**config.mk**
```make
export PLATFORM = sky130hd
export DESIGN_NAME = ray_dda_stepper
export DESIGN_NICKNAME = d
export VERILOG_FILES = /design/src/rtl/raycaster_pkg.sv /design/src/rtl/ray_dda_stepper_sat_add.sv /design/src/rtl/ray_dda_stepper.sv
export SDC_FILE = /design/constraint.sdc
export NUM_CORES = 1
export LEC_CHECK = 0
export ABC_AREA = 1
export BUFFER_PORTS_ARGS = -buffer_cell sky130_fd_sc_hd__buf_2
export CAP_MARGIN = 20
export CORE_ASPECT_RATIO = 1.5
export CORE_MARGIN = 2
export CORE_UTILIZATION = 38
export DETAILED_ROUTE_END_ITERATION = 12
export SYNTH_ARGS = -nofsm -noshare
export SYNTH_HDL_FRONTEND = slang
export SYNTH_SLANG_ARGS = --single-unit
```
**constraint.sdc**
```tcl
create_clock -name clk -period 5.7 [get_ports clk]
set_input_delay 1.14 -clock clk [delete_from_list [all_inputs] [get_ports clk]]
set_output_delay 1.14 -clock clk [all_outputs]
set_load 0.05 [all_outputs]
```
**src/rtl/raycaster_pkg.sv**
```systemverilog
// Shared raycaster definitions: tile codes, DDA state encoding and default
// fixed-point widths used by the stepper and the column renderer.
package raycaster_pkg;

  localparam int DW_DEF   = 16;
  localparam int FRAC_DEF = 8;

  localparam logic [3:0] TILE_EMPTY = 4'h0;
  localparam logic [3:0] TILE_OOB   = 4'hF;

  typedef enum logic [2:0] {
    S_IDLE  = 3'd0,
    S_STEP  = 3'd1,
    S_FETCH = 3'd2,
    S_CHECK = 3'd3,
    S_DONE  = 3'd4
  } dda_state_e;

  // Distance back off by one delta, floored at zero (a saturated side distance
  // can otherwise land below the true pre-step value but never wraps).
  function automatic logic [DW_DEF-1:0] sub_floor(input logic [DW_DEF-1:0] a,
                                                  input logic [DW_DEF-1:0] b);
    logic [DW_DEF:0] d;
    d = {1'b0, a} - {1'b0, b};
    return d[DW_DEF] ? '0 : d[DW_DEF-1:0];
  endfunction

endpackage

```
**src/rtl/ray_dda_stepper_sat_add.sv**
```systemverilog
// Unsigned saturating adder: clamps to all ones on carry out.
module sat_add #(
  parameter int W = 16
) (
  input  logic [W-1:0] a_i,
  input  logic [W-1:0] b_i,
  output logic [W-1:0] sum_o
);

  logic [W:0] full;

  // Widen by one bit so the carry tells us when to clamp.
  always_comb begin
    full  = {1'b0, a_i} + {1'b0, b_i};
    sum_o = full[W] ? '1 : full[W-1:0];
  end

endmodule

```
**src/rtl/ray_dda_stepper.sv**
```systemverilog
// Per-ray DDA grid walker. Steps one cell per STEP, reads the tile through a
// one-cycle-latency map ROM (FETCH/CHECK) and reports the first solid tile,
// leaving the map, or running out of step budget.
module ray_dda_stepper
  import raycaster_pkg::*;
#(
  parameter int MAP_W     = 16,
  parameter int MAP_H     = 16,
  parameter int DW        = DW_DEF,
  parameter int FRAC      = FRAC_DEF,
  parameter int MAX_STEPS = 32,
  localparam int XW = $clog2(MAP_W),
  localparam int YW = $clog2(MAP_H),
  localparam int AW = XW + YW
) (
  input  logic          clk,
  input  logic          reset,
  input  logic          start_valid,
  output logic          start_ready,
  input  logic [XW-1:0] start_map_x,
  input  logic [YW-1:0] start_map_y,
  input  logic          step_x_neg,
  input  logic          step_y_neg,
  input  logic [DW-1:0] side_dist_x,
  input  logic [DW-1:0] side_dist_y,
  input  logic [DW-1:0] delta_dist_x,
  input  logic [DW-1:0] delta_dist_y,
  output logic [AW-1:0] map_addr,
  input  logic [3:0]    map_data,
  output logic          hit_valid,
  input  logic          hit_ready,
  output logic [DW-1:0] perp_dist,
  output logic          hit_side,
  output logic [3:0]    hit_tile,
  output logic          hit_timeout
);

  localparam int CW = $clog2(MAX_STEPS + 1);

  if (FRAC >= DW) begin : g_cfg_err
    $error("FRAC must leave at least one integer bit in DW");
  end

  dda_state_e    state_q, state_d;
  logic [XW-1:0] mx_q, mx_d;
  logic [YW-1:0] my_q, my_d;
  logic          sxn_q, sxn_d, syn_q, syn_d;
  logic [DW-1:0] sdx_q, sdx_d, sdy_q, sdy_d;
  logic [DW-1:0] ddx_q, ddx_d, ddy_q, ddy_d;
  logic [CW-1:0] cnt_q, cnt_d;
  logic          side_q, side_d;
  logic [AW-1:0] addr_q, addr_d;
  logic [DW-1:0] perp_q, perp_d;
  logic          hside_q, hside_d;
  logic [3:0]    tile_q, tile_d;
  logic          tout_q, tout_d;

  logic [DW-1:0] sdx_sum, sdy_sum;
  logic [XW-1:0] mx_nxt;
  logic [YW-1:0] my_nxt;
  logic          take_x, x_edge, y_edge;

  sat_add #(.W(DW)) u_add_x (.a_i(sdx_q), .b_i(ddx_q), .sum_o(sdx_sum));
  sat_add #(.W(DW)) u_add_y (.a_i(sdy_q), .b_i(ddy_q), .sum_o(sdy_sum));

  assign start_ready = (state_q == S_IDLE);
  assign hit_valid   = (state_q == S_DONE);
  assign map_addr    = addr_q;
  assign perp_dist   = perp_q;
  assign hit_side    = hside_q;
  assign hit_tile    = tile_q;
  assign hit_timeout = tout_q;

  // Next-state and datapath decode; every register holds unless a state acts.
  always_comb begin
    state_d = state_q;
    mx_d    = mx_q;
    my_d    = my_q;
    sxn_d   = sxn_q;
    syn_d   = syn_q;
    sdx_d   = sdx_q;
    sdy_d   = sdy_q;
    ddx_d   = ddx_q;
    ddy_d   = ddy_q;
    cnt_d   = cnt_q;
    side_d  = side_q;
    addr_d  = addr_q;
    perp_d  = perp_q;
    hside_d = hside_q;
    tile_d  = tile_q;
    tout_d  = tout_q;

    // Ties go to X so equal side distances are resolved deterministically.
    take_x = (sdx_q <= sdy_q);
    x_edge = sxn_q ? (mx_q == '0) : (mx_q == XW'(MAP_W - 1));
    y_edge = syn_q ? (my_q == '0) : (my_q == YW'(MAP_H - 1));
    mx_nxt = sxn_q ? (mx_q - XW'(1)) : (mx_q + XW'(1));
    my_nxt = syn_q ? (my_q - YW'(1)) : (my_q + YW'(1));

    unique case (state_q)
      S_IDLE: begin
        if (start_valid) begin
          mx_d    = start_map_x;
          my_d    = start_map_y;
          sxn_d   = step_x_neg;
          syn_d   = step_y_neg;
          sdx_d   = side_dist_x;
          sdy_d   = side_dist_y;
          ddx_d   = delta_dist_x;
          ddy_d   = delta_dist_y;
          cnt_d   = '0;
          state_d = S_STEP;
        end
      end
      S_STEP: begin
        side_d = ~take_x;
        if ((take_x && x_edge) || (!take_x && y_edge)) begin
          // Walking off the map: no ROM read, report an OOB pseudo-hit.
          perp_d  = '1;
          hside_d = ~take_x;
          tile_d  = TILE_OOB;
          tout_d  = 1'b0;
          state_d = S_DONE;
        end else begin
          if (take_x) begin
            mx_d   = mx_nxt;
            sdx_d  = sdx_sum;
            addr_d = {my_q, mx_nxt};
          end else begin
            my_d   = my_nxt;
            sdy_d  = sdy_sum;
            addr_d = {my_nxt, mx_q};
          end
          cnt_d   = cnt_q + CW'(1);
          state_d = S_FETCH;
        end
      end
      S_FETCH: state_d = S_CHECK;
      S_CHECK: begin
        if (map_data != TILE_EMPTY) begin
          perp_d  = side_q ? sub_floor(sdy_q, ddy_q) : sub_floor(sdx_q, ddx_q);
          hside_d = side_q;
          tile_d  = map_data;
          tout_d  = 1'b0;
          state_d = S_DONE;
        end else if (cnt_q == CW'(MAX_STEPS)) begin
          perp_d  = '1;
          hside_d = side_q;
          tile_d  = TILE_EMPTY;
          tout_d  = 1'b1;
          state_d = S_DONE;
        end else begin
          state_d = S_STEP;
        end
      end
      S_DONE: if (hit_ready) state_d = S_IDLE;
      default: state_d = S_IDLE;
    endcase
  end

  // FSM state register; reset aborts any ray in flight.
  always_ff @(posedge clk or negedge reset) begin
    if (!reset) state_q <= S_IDLE;
    else        state_q <= state_d;
  end

  // Ray context and result registers.
  always_ff @(posedge clk or negedge reset) begin
    if (!reset) begin
      mx_q    <= '0;
      my_q    <= '0;
      sxn_q   <= 1'b0;
      syn_q   <= 1'b0;
      sdx_q   <= '0;
      sdy_q   <= '0;
      ddx_q   <= '0;
      ddy_q   <= '0;
      cnt_q   <= '0;
      side_q  <= 1'b0;
      addr_q  <= '0;
      perp_q  <= '0;
      hside_q <= 1'b0;
      tile_q  <= '0;
      tout_q  <= 1'b0;
    end else begin
      mx_q    <= mx_d;
      my_q    <= my_d;
      sxn_q   <= sxn_d;
      syn_q   <= syn_d;
      sdx_q   <= sdx_d;
      sdy_q   <= sdy_d;
      ddx_q   <= ddx_d;
      ddy_q   <= ddy_d;
      cnt_q   <= cnt_d;
      side_q  <= side_d;
      addr_q  <= addr_d;
      perp_q  <= perp_d;
      hside_q <= hside_d;
      tile_q  <= tile_d;
      tout_q  <= tout_d;
    end
  end

endmodule

```
# Word level (Yosys, flattened, before mapping)
# Cells that the tools add are included.
[totals]
word_cells = 110
reg_bits = 114
out_inout_bits = 32
[classes]
mux = 51
addsub = 9
eq_ne = 14
order_cmp = 1
n_reduce_logical = 17
bitwise = 2
[ops]
columns = ["operator", "n"]
rows = [
  ["16-bit two-way mux", 14],
  ["16-bit case mux with 2 select lines", 3],
  ["4-bit two-way mux", 11],
  ["16-bit by 16-bit adder with 17-bit output", 2],
  ["16-bit by 16-bit subtractor with 17-bit output", 2],
  ["4-bit case mux with 2 select lines", 3],
  ["16-bit less-or-equal comparator", 1],
  ["3-bit two-way mux", 5],
  ["3-bit case mux with 5 select lines", 1],
  ["6-bit two-way mux", 2],
  ["6-bit case mux with 2 select lines", 1],
  ["2-bit inequality test (second input constant)", 5],
  ["4-bit by 1-bit adder with 4-bit output (second input constant)", 2],
  ["4-bit equality test (second input constant)", 2],
  ["4-bit logical NOT", 2],
  ["1-bit two-way mux", 8],
  ["8-bit two-way mux", 1],
  ["4-bit AND reduction", 2],
  ["4-bit by 1-bit subtractor with 4-bit output (second input constant)", 2],
  ["6-bit by 1-bit adder with 6-bit output (second input constant)", 1],
  ["3-bit by 2-bit equality test with 1-bit output (second input constant)", 2],
  ["6-bit equality test (second input constant)", 1],
  ["2-bit AND reduction", 3],
  ["3-bit AND reduction", 2],
  ["12 further kinds", 16],
]

# Depth between registers and ports, before layout
# Gate-level depths: netlist (run 1).
[depth]
depth_word = 6
depth_mapped = 18
ltp_nobuf = 17

# Hierarchy
# From an unflattened synthesis (run 1), not the netlist that was laid out.
[hier_totals]
hier_cells = 1649
hier_area_um2 = 10507.6
[modules_own_cells]
columns = ["module", "area_per_inst_um2", "cells_per_inst", "instances", "seq_area_each_um2"]
rows = [
  ["ray_dda_stepper", 8225.4, 1219, 1, 2852.7],
  ["sat_add", 1141.1, 215, 2, 0.0],
]

# Worst setup path before layout (run 1)
# OpenSTA, ideal clock, no wires.
[synth_timing]
path_type = "register to output"
start = "reg state_q[1]"
end = "out start_ready"
stages_incl_launch_ff = 4
path_slack_ps = 3284
t_arrival_ps = 1276
t_required_ps = 4560
path_cell_list = "dfrtp_1 > nor2_1 > inv_2 > nor2_1"
[synth_between]
elab_chain_len = 1
[synth_rtl]
columns = ["element", "line_no", "source"]
rows = [
  ["from (decl)", "ray_dda_stepper.sv:44", "dda_state_e state_q, state_d;"],
  ["from (signal assigned)", "ray_dda_stepper.sv:164", "else state_q <= state_d;"],
  ["3-bit logical NOT", "ray_dda_stepper.sv:66", "assign start_ready = (state_q == S_IDLE);"],
  ["to (decl)", "ray_dda_stepper.sv:19", "output logic start_ready,"],
]
# Every way passes these cells.

# Worst setup path in the final report (run 1)
[layout_timing]
start = "reg sdy_q[7]"
end = "reg sdy_q[8]"
[layout_between]
elab_chain_len = 6
elab_cells_between_ends = 13
[layout_rtl]
columns = ["element", "line_no", "source"]
rows = [
  ["from (decl)", "ray_dda_stepper.sv:48", "logic [DW-1:0] sdx_q, sdx_d, sdy_q, sdy_d;"],
  ["from (signal assigned)", "ray_dda_stepper.sv:191", "sdy_q <= sdy_d;"],
  ["branches (longest 6 deep; another with 16-bit by 16-bit adder with 17-bit output)", "-", ""],
]
# Several ways; the timed one is not identified. The select of a mux whose other input is x is not followed.
# A chain may end at the register's enable or synchronous reset.

==> results.txt, run 1 <==
----------------------------------------------------
[Synth]
  Leading cell type by number of instances after synthesis ... nand2_1
  Most area-hungry cell type in the Yosys netlist ... dfrtp_1
  Proportion of synthesized flip-flops having asynchronous set or reset ... 100.0%
  Post-synth EDFFs ... 0
  Summed instance area of the synthesized netlist ... 9873 um2
  Number of instances in the synthesized netlist ... 1465
  Synthesis Warnings ... 0
  Number of library cell types mapped by synthesis ... 41
  Sequential fraction of the synthesis area ... 28.89%
  Flop and latch count out of synthesis ... between 100 and 150
  Synth top cells by count ... nand2_1 (418), nor2_1 (172), inv_1 (169), dfrtp_1 (114), a21oi_1 (103)
  Post-synthesis average cell area ... 6.739 um2
  Synthesized net count ... 1639
  Synth top area cells ... dfrtp_1 (29%), nand2_1 (16%), ha_1 (11%)
  Dominant synthesized flop cell ... dfrtp_1
  Area share of the largest cell type after synthesis ... between 20% and 30%

[Routing]
  Average vias per placed instance ... 5.170
  Detailed-route DRC error count ... 0
  DR iter-0 viols ... 675
  Detail-routed net length per standard cell ... 17.01 um
  Number of antenna-violating nets in the routed design ... 0
  Via count of the routed design ... 9756
  DR pass1 iterations ... 5
  Overall routed net length ... 32100 um

[Worst setup path]
  Worst endpoint required time ... 6010 ps
  Worst Setup Start Kind ... flop
  Critical Path AT ... approximately 3600 ps
  Max FO, Critical Path ... 22
  Crit path capture type ... flop
  Class of the most critical setup path ... reg2reg

[Placed design]
  Routability congestion estimate ... about 0.96
  Detailed Place HPWL ... 25290 um
  IO Port Bufs ... 113

[Timing]
  F_max ... 301.6 MHz
  Smallest hold slack ... 464.8 ps
  Final-report max-slew violation count ... 0
  Max Clock Skew ... 8.501 ps
  Slew at the pin closest to its max-slew limit ... 911.5 ps
  Final total negative setup slack ... 0 ps
  Final critical-path required period ... 3316 ps
  Number of failing setup endpoints in the final timing report ... 0
  Final Cycle Share ... 58.17%
  Max_slew headroom ... between 30% and 40%
  Final hold violation count ... 0
  RSZ-0062 raised after global routing ... false

[Floorplan]
  Width of the chip ... 135.6 um
  Placement row count ... 72
  Die Footprint ... 27310 um2
  Num ports ... 114
  Floorplan core area ... 25670 um2
  Die boundary height ... between 200 and 250 um
  Initial cell density of the core ... 38.46%

[Clock network]
  Clock tree root buffer cell ... clkbuf_16
  Post-CTS sizing ... 0
  Number of hold buffers added after cts ... 0
  H-tree Lvls ... 4
  Post-CTS Repair Setup Buffers ... 0
  Worst-Skew Late Latency ... 430 ps
  Max clock buf depth ... 2
  TritonCTS clock tree ... yes
  Clock sink count ... 114
  Clock slew seen by the registers of the worst setup and hold paths ... 60 ps
  Cts bufs inserted ... 17

[Finish]
  Share of cells above drive strength 1 ... 13.06%
  Layout filler cell count ... 2754
  Final cell utilization of the core ... 43.28%
  Relative area change from synthesis to final layout ... 12.56%
  Count of antenna diodes in the layout ... 0
  Number of nets in the layout ... 1715

[Worst hold path]
  Hold crit path type ... reg2reg

[Global route]
  GR Layer Usage met2 ... between 40 and 50%
  Largest net degree at the start of global routing ... 69
  Overall Global Routing Usage ... 24.08%
  Global-route wire length before repair ... 50830 um
  Met3 routing resource usage after global routing ... 3.603%
  Via count of the first global-routing pass ... 9801
  Antenna violations before repair ... 0
  Highest-utilization routing layer at the global route stage ... met2
  Met1 Usage GRT ... 26.59%
  Remaining Overflow, GRT ... 0

[Status]
  Run status ... complete, no violations

[Flow run]
  Max cap viols ... 0

----------------------------------------------------
[metrics by stage]
step	cell area (um2)	worst slack, ps	std cells
finish	11110	2384	1887
global placement	10510	2509	1855
CTS	11110	2404	1887
detailed placement	10510	2446	1855
global route	11110	2017	1887
floorplan	9873	3284	1465
[routing by layer]
layer,vias up,wire length (um)
li1,4839,-
met1,4622,12740
met2,214,16990
met3,81,868
met4,0,1499
met5,-,0
[logic make-up (layout without fill, tap and decap cells)]
group                      count (synthesis)  in the layout  share of synthesized area, %
buffers and inverters                    241            330                         10.70
muxes                                      2              2                        0.2281
and+or+nand+nor                          789            789                         34.24
DFF                                      114            114                         28.89
xor gates and xnor gates                  34             34                         3.016
adders and majority gates                 92             92                         12.12
AOI/OAI and AO/OA                        193            193                         10.81
[state kept, by name (all words and copies together), names as in the netlist]
signal / count
ddx_q: 16
ddy_q: 16
perp_dist: 16
sdx_q: 16
sdy_q: 16
map_addr: 8
cnt_q: 6
hit_tile: 4
mx_q: 4
my_q: 4
state_q: 3
hit_side: 1
hit_timeout: 1
side_q: 1
sxn_q: 1
syn_q: 1
[cell usage in the layout, fill, tap and decap left out, types with 14 or more instances in the layout]
cell type,Yosys,layout
inv_1,169,169
clkbuf_16,0,17
nand2_2,13,14
a21oi_1,103,103
xor2_1,29,29
nand4_1,41,41
nor2_1,172,172
o21ai_0,37,37
ha_1,86,86
nand3_1,97,97
buf_2,25,112
nand2_1,418,417
dfrtp_1,114,114
o21ai_1,27,27
[layout make-up]
cell class                 count  area, um2  area share (%)
sequential                   114       2853           25.67
clock buffer                  19      442.9           3.986
timing repair buffer         116      590.6           5.314
tap                          333      416.7           3.749
inverter                     182      683.2           6.147
multi-input combinational   1110       5967           53.69
clock inverter                13      160.2           1.441
[worst paths after layout]
check                          from       end  slack [ps]  cells past startpoint
min reg2reg                hit_side  hit_side         460                      2
min                        hit_side  hit_side         460                      2
min in group asynchronous     reset  sdx_q[5]         830                      1
max in group asynchronous     reset  hit_side        3670                      2
max                        sdy_q[7]  sdy_q[8]        2380                     13
max reg2reg                sdy_q[7]  sdy_q[8]        2380                     13
[worst max-delay path, stage by stage, from the launching register on]
cell and delay [ps]:
dfrtp_1 420, inv_1 70, ha_1 300, nand2_1 60, nor2_1 220, nand2_1 80
nand2_1 110, nand2_2 70, nand2_4 80, nand2_4 140, nand2_1 580, nand3_1 730
nand2_1 220, nand2_1 80
Power of run 1 is not shown: default switching activity piles up to over one toggle a cycle in this logic, so the estimate is an artifact.
==> inputs of run 2 (changes only) <==
clock period = 2.7 ns   (was 5.7 ns; I/O delays follow)
==> results.txt, run 2 (same netlist as run 1, synthesis figures left out) <==
----------------------------------------------------
[Status]
  Run status ... complete, no violations

[Worst setup path]
  Startpoint of the lowest-slack register-to-register path ... sdy_q[11]
  Cell repeated most along the worst path ... nor2_1
  Critical Path AT ... 2880 ps (-740 ps)
  Maximum cell stage delay along the critical path ... 460 ps (-270 ps)
  First element of the critical path ... sdy_q[11]
  Max FO, Critical Path ... 21 (-4.5%)
  Crit path capture type ... flop
  Number of cells on the worst reg-to-reg path ... 11 (-2)
  Crit-path cells ... inv_1 -> ha_1 -> nand4_1 -> nor2_1 -> nand3_2 -> nand2_8 -> nand2_2 -> nand3_2 -> nand2_2 -> nor2_1 -> nor2_1
  Worst Setup Start Kind ... flop
  Worst endpoint required time ... 3030 ps (-2980 ps)
  Critical path's slowest cell ... dfrtp_1
  Class of the most critical setup path ... reg2reg

[Clock network]
  Clock sink count ... 114 (unchanged)
  Number of hold buffers added after cts ... 0 (unchanged)
  Clock slew seen by the registers of the worst setup and hold paths ... 60 ps (about the same)
  Max clock buf depth ... 2 (unchanged)
  Cts bufs inserted ... 17 (unchanged)
  Worst-Skew Late Latency ... 450 ps (+20 ps)
  TritonCTS clock tree ... yes
  Clock tree root buffer cell ... clkbuf_16
  H-tree Lvls ... 4 (unchanged)

[Routing]
  Detail-routed net length per standard cell ... 17.04 um (+0.19%)
  Overall routed net length ... 32570 um (+1.5%)
  Number of antenna-violating nets in the routed design ... 0 (unchanged)
  Detailed-route DRC error count ... 0 (unchanged)
  Via count of the routed design ... 9770 (+0.14%)
  Average vias per placed instance ... 5.113 (-1.1%)
  DR pass1 iterations ... 5 (unchanged)
  DR iter-0 viols ... 573 (-15%)

[Timing]
  F_max ... 391.5 MHz (+30%)
  Final hold violation count ... 0 (unchanged)
  Number of failing setup endpoints in the final timing report ... 0 (unchanged)
  Slew at the pin closest to its max-slew limit ... 651.3 ps (-260.3 ps)
  Max Clock Skew ... 11.71 ps (+3.208 ps)
  Final Cycle Share ... 94.59% (+36 points)
  Max_slew headroom ... 56.52% (+18 points)
  Final critical-path required period ... 2554 ps (-761.5 ps)
  Final-report max-slew violation count ... 0 (unchanged)
  Final total negative setup slack ... 0 ps (unchanged)
  Smallest hold slack ... 116.8 ps (-348.1 ps)
  RSZ-0062 raised after global routing ... true

[Flow run]
  Max cap viols ... 0 (unchanged)

[Finish]
  Relative area change from synthesis to final layout ... 15.62%
  Area used by multi-input combinational logic ... 5988 um2 (+0.36%)
  Top library cells by usage in the layout, fill and taps aside ... nand2_1 (417), nor2_1 (172), inv_1 (169)
  Count of antenna diodes in the layout ... 0 (unchanged)
  Leading cell type in the layout, fill and taps excluded ... nand2_1
  Number of nets in the layout ... 1740 (+1.5%)
  Final cell utilization of the core ... 44.46% (+1.2 points)
  Share of cells above drive strength 1 ... 14.45% (+1.4 points)
  Post-route insts no fill ... 1911 (+1.3%)
  Layout filler cell count ... 2717 (-1.3%)
  Reg area ... 2853 um2 (unchanged)

[Placed design]
  Cell Count Post-Placement ... 1875 (+1.1%)
  IO Port Bufs ... 113 (unchanged)
  Routability congestion estimate ... 0.9104 (-5.6%)
  Detailed Place HPWL ... 26160 um (+3.4%)

[Global route]
  Via count of the first global-routing pass ... 9705 (-0.98%)
  Overall Global Routing Usage ... 24.41% (+0.33 points)
  Largest net degree at the start of global routing ... 50 (-28%)
  Global-route wire length before repair ... 51060 um (+0.45%)
  Remaining Overflow, GRT ... 0 (unchanged)
  Antenna violations before repair ... 0 (unchanged)

[Floorplan]
  Die Footprint ... 27310 um2 (unchanged)
  Num ports ... 114 (unchanged)
  Floorplan core area ... 25670 um2 (unchanged)
  Die boundary height ... 201.4 um (unchanged)
  Placement row count ... 72 (unchanged)
  Initial cell density of the core ... 38.46% (unchanged)
  Width of the chip ... 135.6 um (unchanged)

[Worst hold path]
  Hold crit path type ... in2async

----------------------------------------------------
[run 2: changes by cell type in the layout (fill, tap and decap cells not counted), sizes merged]
cell | before | now
buf | 116 | 141
clkbuf | 19 | 23
clkinv | 7 | 3
inv | 183 | 182
[run 2: path summary, 6_finish.rpt]
path                            endpoint  slack, ps
min                             sdx_q[7]        120
min in group clk              state_q[2]        260
max in group asynchronous  perp_dist[13]       1970
max                        perp_dist[12]        150
max reg2reg                perp_dist[12]        150
min reg2reg                     hit_side        480
[run 2: critical path, delay by kind of cell (launching register included)]
kind	cells	cell delay [ps]
buffers and inverters	1	90
and+or+nand+nor	9	1530
DFF	1	460
adders and majority gates	1	320
[run 2: layer usage]
| metal | part of all wire, % | up-vias | wire length (um) | track usage [%] |
|---|---|---|---|---|
| met5 | 0 | - | 0 | 0 |
| met4 | 4.9 | 0 | 1601 | 13.24 |
| met3 | 3.1 | 82 | 1002 | 3.225 |
| met2 | 52 | 257 | 17030 | 44.28 |
| met1 | 40 | 4538 | 12930 | 27.12 |
| li1 | - | 4893 | - | - |
[run 2: final cells by class]
| cell class | count | share of cell area (%) |
|---|---|---|
| clock buffer | 23 | 4.187 |
| tap | 333 | 3.650 |
| clock inverter | 8 | 1.118 |
| timing repair buffer | 141 | 7.617 |
| multi-input combinational | 1110 | 52.46 |
| sequential | 114 | 24.99 |
| inverter | 182 | 5.984 |
[run 2: stage by stage]
stage          setup slack, ps  area (um2)
2_1_floorplan            578.1        9873
3_3_place_gp             9.543       10740
3_5_place_dp             16.73       10740
4_1_cts                  44.72       11340
5_1_grt                 -3.711       11420
6_report                 146.0       11420
[run 2: repair_timing]
action,CTS,global route
cloned,0,0
pin swaps,0,2
setup endpoints to repair,1,57
gates resized for setup,1,4
buffers inserted,0,5
Power of run 2 is left out for the same reason.
==> inputs of run 3 (changes only) <==
PLACE_DENSITY = 0.66   (was unset)
==> results.txt, run 3 (same netlist as run 1, synthesis figures left out) <==
----------------------------------------------------
[Status]
  Run status ... complete, no violations

[Placed design]
  Routability congestion estimate ... 0.9887 (+8.6%)
  IO Port Bufs ... 113 (unchanged)
  Cell area after placement ... 10750 um2 (+0.14%)
  Detailed Place HPWL ... 25950 um (-0.81%)

[Worst setup path]
  Startpoint of the lowest-slack register-to-register path ... sdy_q[9]
  Worst endpoint required time ... 3020 ps (about the same)
  Critical Path AT ... 2810 ps (-70 ps)
  Register-to-register path setup slack ... 220 ps (+70 ps)
  Worst Setup Start Kind ... flop
  Max FO, Critical Path ... 8 (-62%)
  Number of cells on the worst reg-to-reg path ... 15 (+4)
  Endpoint of the most critical register-to-register path ... sdy_q[3]
  Crit path capture type ... flop
  Class of the most critical setup path ... reg2reg

[Worst hold path]
  Hold crit path type ... in2async

[Timing]
  Slew at the pin closest to its max-slew limit ... 695.5 ps (+44.27 ps)
  RSZ-0062 raised after global routing ... false
  Max_slew headroom ... 53.47% (-3.1 points)
  Max Clock Skew ... 16.66 ps (+4.948 ps)
  Number of failing setup endpoints in the final timing report ... 0 (unchanged)
  Final hold violation count ... 0 (unchanged)
  Final-report max-slew violation count ... 0 (unchanged)
  Final critical-path required period ... 2484 ps (-69.81 ps)
  Final Cycle Share ... 92.01% (-2.6 points)
  Smallest hold slack ... 5.833 ps (-110.9 ps)
  Final total negative setup slack ... 0 ps (unchanged)
  F_max ... 402.5 MHz (+2.8%)

[Global route]
  Remaining Overflow, GRT ... 0 (unchanged)
  Overall Global Routing Usage ... 24.29% (-0.12 points)
  Antenna violations before repair ... 0 (unchanged)
  Met3 routing resource usage after global routing ... 3.553% (+0.33 points)
  GR Layer Usage met2 ... 43.56% (-0.72 points)
  Largest net degree at the start of global routing ... 69 (+38%)
  Highest-utilization routing layer at the global route stage ... met2
  Met1 Usage GRT ... 26.94% (-0.18 points)
  Via count of the first global-routing pass ... 9855 (+1.5%)
  Global-route wire length before repair ... 51360 um (+0.58%)

[Routing]
  DR pass1 iterations ... 7 (+2)
  Detail-routed net length per standard cell ... 16.78 um (-1.6%)
  DR iter-0 viols ... 504 (-12%)
  Number of antenna-violating nets in the routed design ... 0 (unchanged)
  Detailed-route DRC error count ... 0 (unchanged)
  Average vias per placed instance ... 5.089 (-0.46%)
  Via count of the routed design ... 9745 (-0.26%)
  Overall routed net length ... 32130 um (-1.3%)

[Clock network]
  Clock slew seen by the registers of the worst setup and hold paths ... 60 ps (about the same)
  Max clock buf depth ... 2 (unchanged)
  Cts bufs inserted ... 17 (unchanged)
  Worst-Skew Late Latency ... 440 ps (about the same)
  Clock sink count ... 114 (unchanged)
  Number of hold buffers added after cts ... 0 (unchanged)
  Clock tree root buffer cell ... clkbuf_16
  H-tree Lvls ... 4 (unchanged)
  TritonCTS clock tree ... yes

[Finish]
  Share of cells above drive strength 1 ... 14.60% (+0.15 points)
  Layout filler cell count ... 2704 (-0.48%)
  Top library cells by usage in the layout, fill and taps aside ... nand2_1 (417), nor2_1 (172), inv_1 (169)
  Leading cell type in the layout, fill and taps excluded ... nand2_1
  Relative area change from synthesis to final layout ... 15.52% (about the same)
  Final design instance area without fill ... 11410 um2 (about the same)
  Number of nets in the layout ... 1743 (+0.17%)
  Count of antenna diodes in the layout ... 0 (unchanged)

[Floorplan]
  Width of the chip ... 135.6 um (unchanged)
  Placement row count ... 72 (unchanged)
  Die boundary height ... 201.4 um (unchanged)
  Die Footprint ... 27310 um2 (unchanged)
  Initial cell density of the core ... 38.46% (unchanged)
  Num ports ... 114 (unchanged)
  Floorplan core area ... 25670 um2 (unchanged)

[Flow run]
  Max cap viols ... 0 (unchanged)

----------------------------------------------------
[run 3: cell type report]
class                           instances  area, um2  area share (%)
Inverter                              182      683.2           5.989
Tap cell                              333      416.7           3.653
Multi-Input combinational cell       1110       5967           52.31
Clock buffer                           20      456.7           4.004
Clock inverter                         12      178.9           1.569
Timing Repair Buffer                  144      850.8           7.459
Sequential cell                       114       2853           25.01
[run 3: worst max-delay path by stage]
stage | slack [ps] | depth (start not counted) | startpoint | end
floorplan | 580 | 8 | state_q[1] | ddx_q[1]
global route | 30 | 15 | sdy_q[9] | sdy_q[3]
CTS | 120 | 12 | sdx_q[0] | perp_dist[11]
global placement | 170 | 12 | sdx_q[0] | perp_dist[11]
finish | 220 | 15 | sdy_q[9] | sdy_q[3]
detailed placement | 140 | 12 | sdx_q[0] | perp_dist[11]
[run 3: per-stage QoR]
stage / util, % / worst slack, ps / std cells
global placement: 41.87 / 174.0 / 1882
global route: 44.43 / 30.20 / 1915
finish: 44.43 / 215.8 / 1915
detailed placement: 41.87 / 136.0 / 1882
floorplan: - / 578.1 / 1465
CTS: 44.35 / 119.4 / 1914
[run 3: worst max-delay path, cell delays in order, from the launching register on]
cell	delay [ps]
dfrtp_1	440
ha_1	520
inv_1	200
nand2_1	100
nand2_1	90
nand2_1	70
nand2_1	80
nand2_1	80
nand2_1	80
a21oi_4	130
buf_4	190
nand2_1	60
o21ai_0	70
inv_1	90
nand4_1	90
nand2_1	50
[run 3: per-layer routing]
layer / wire length [um] / part of all wire, %
met5: 0 / 0
met4: 1863 / 5.8
met3: 1102 / 3.4
met2: 16600 / 52
met1: 12570 / 39
[run 3: timing repair]
action,in CTS,in global routing
setup buffers,0,1
gates resized for setup,0,0
endpoints found under the setup margin,0,2
Power of run 3 is left out for the same reason.
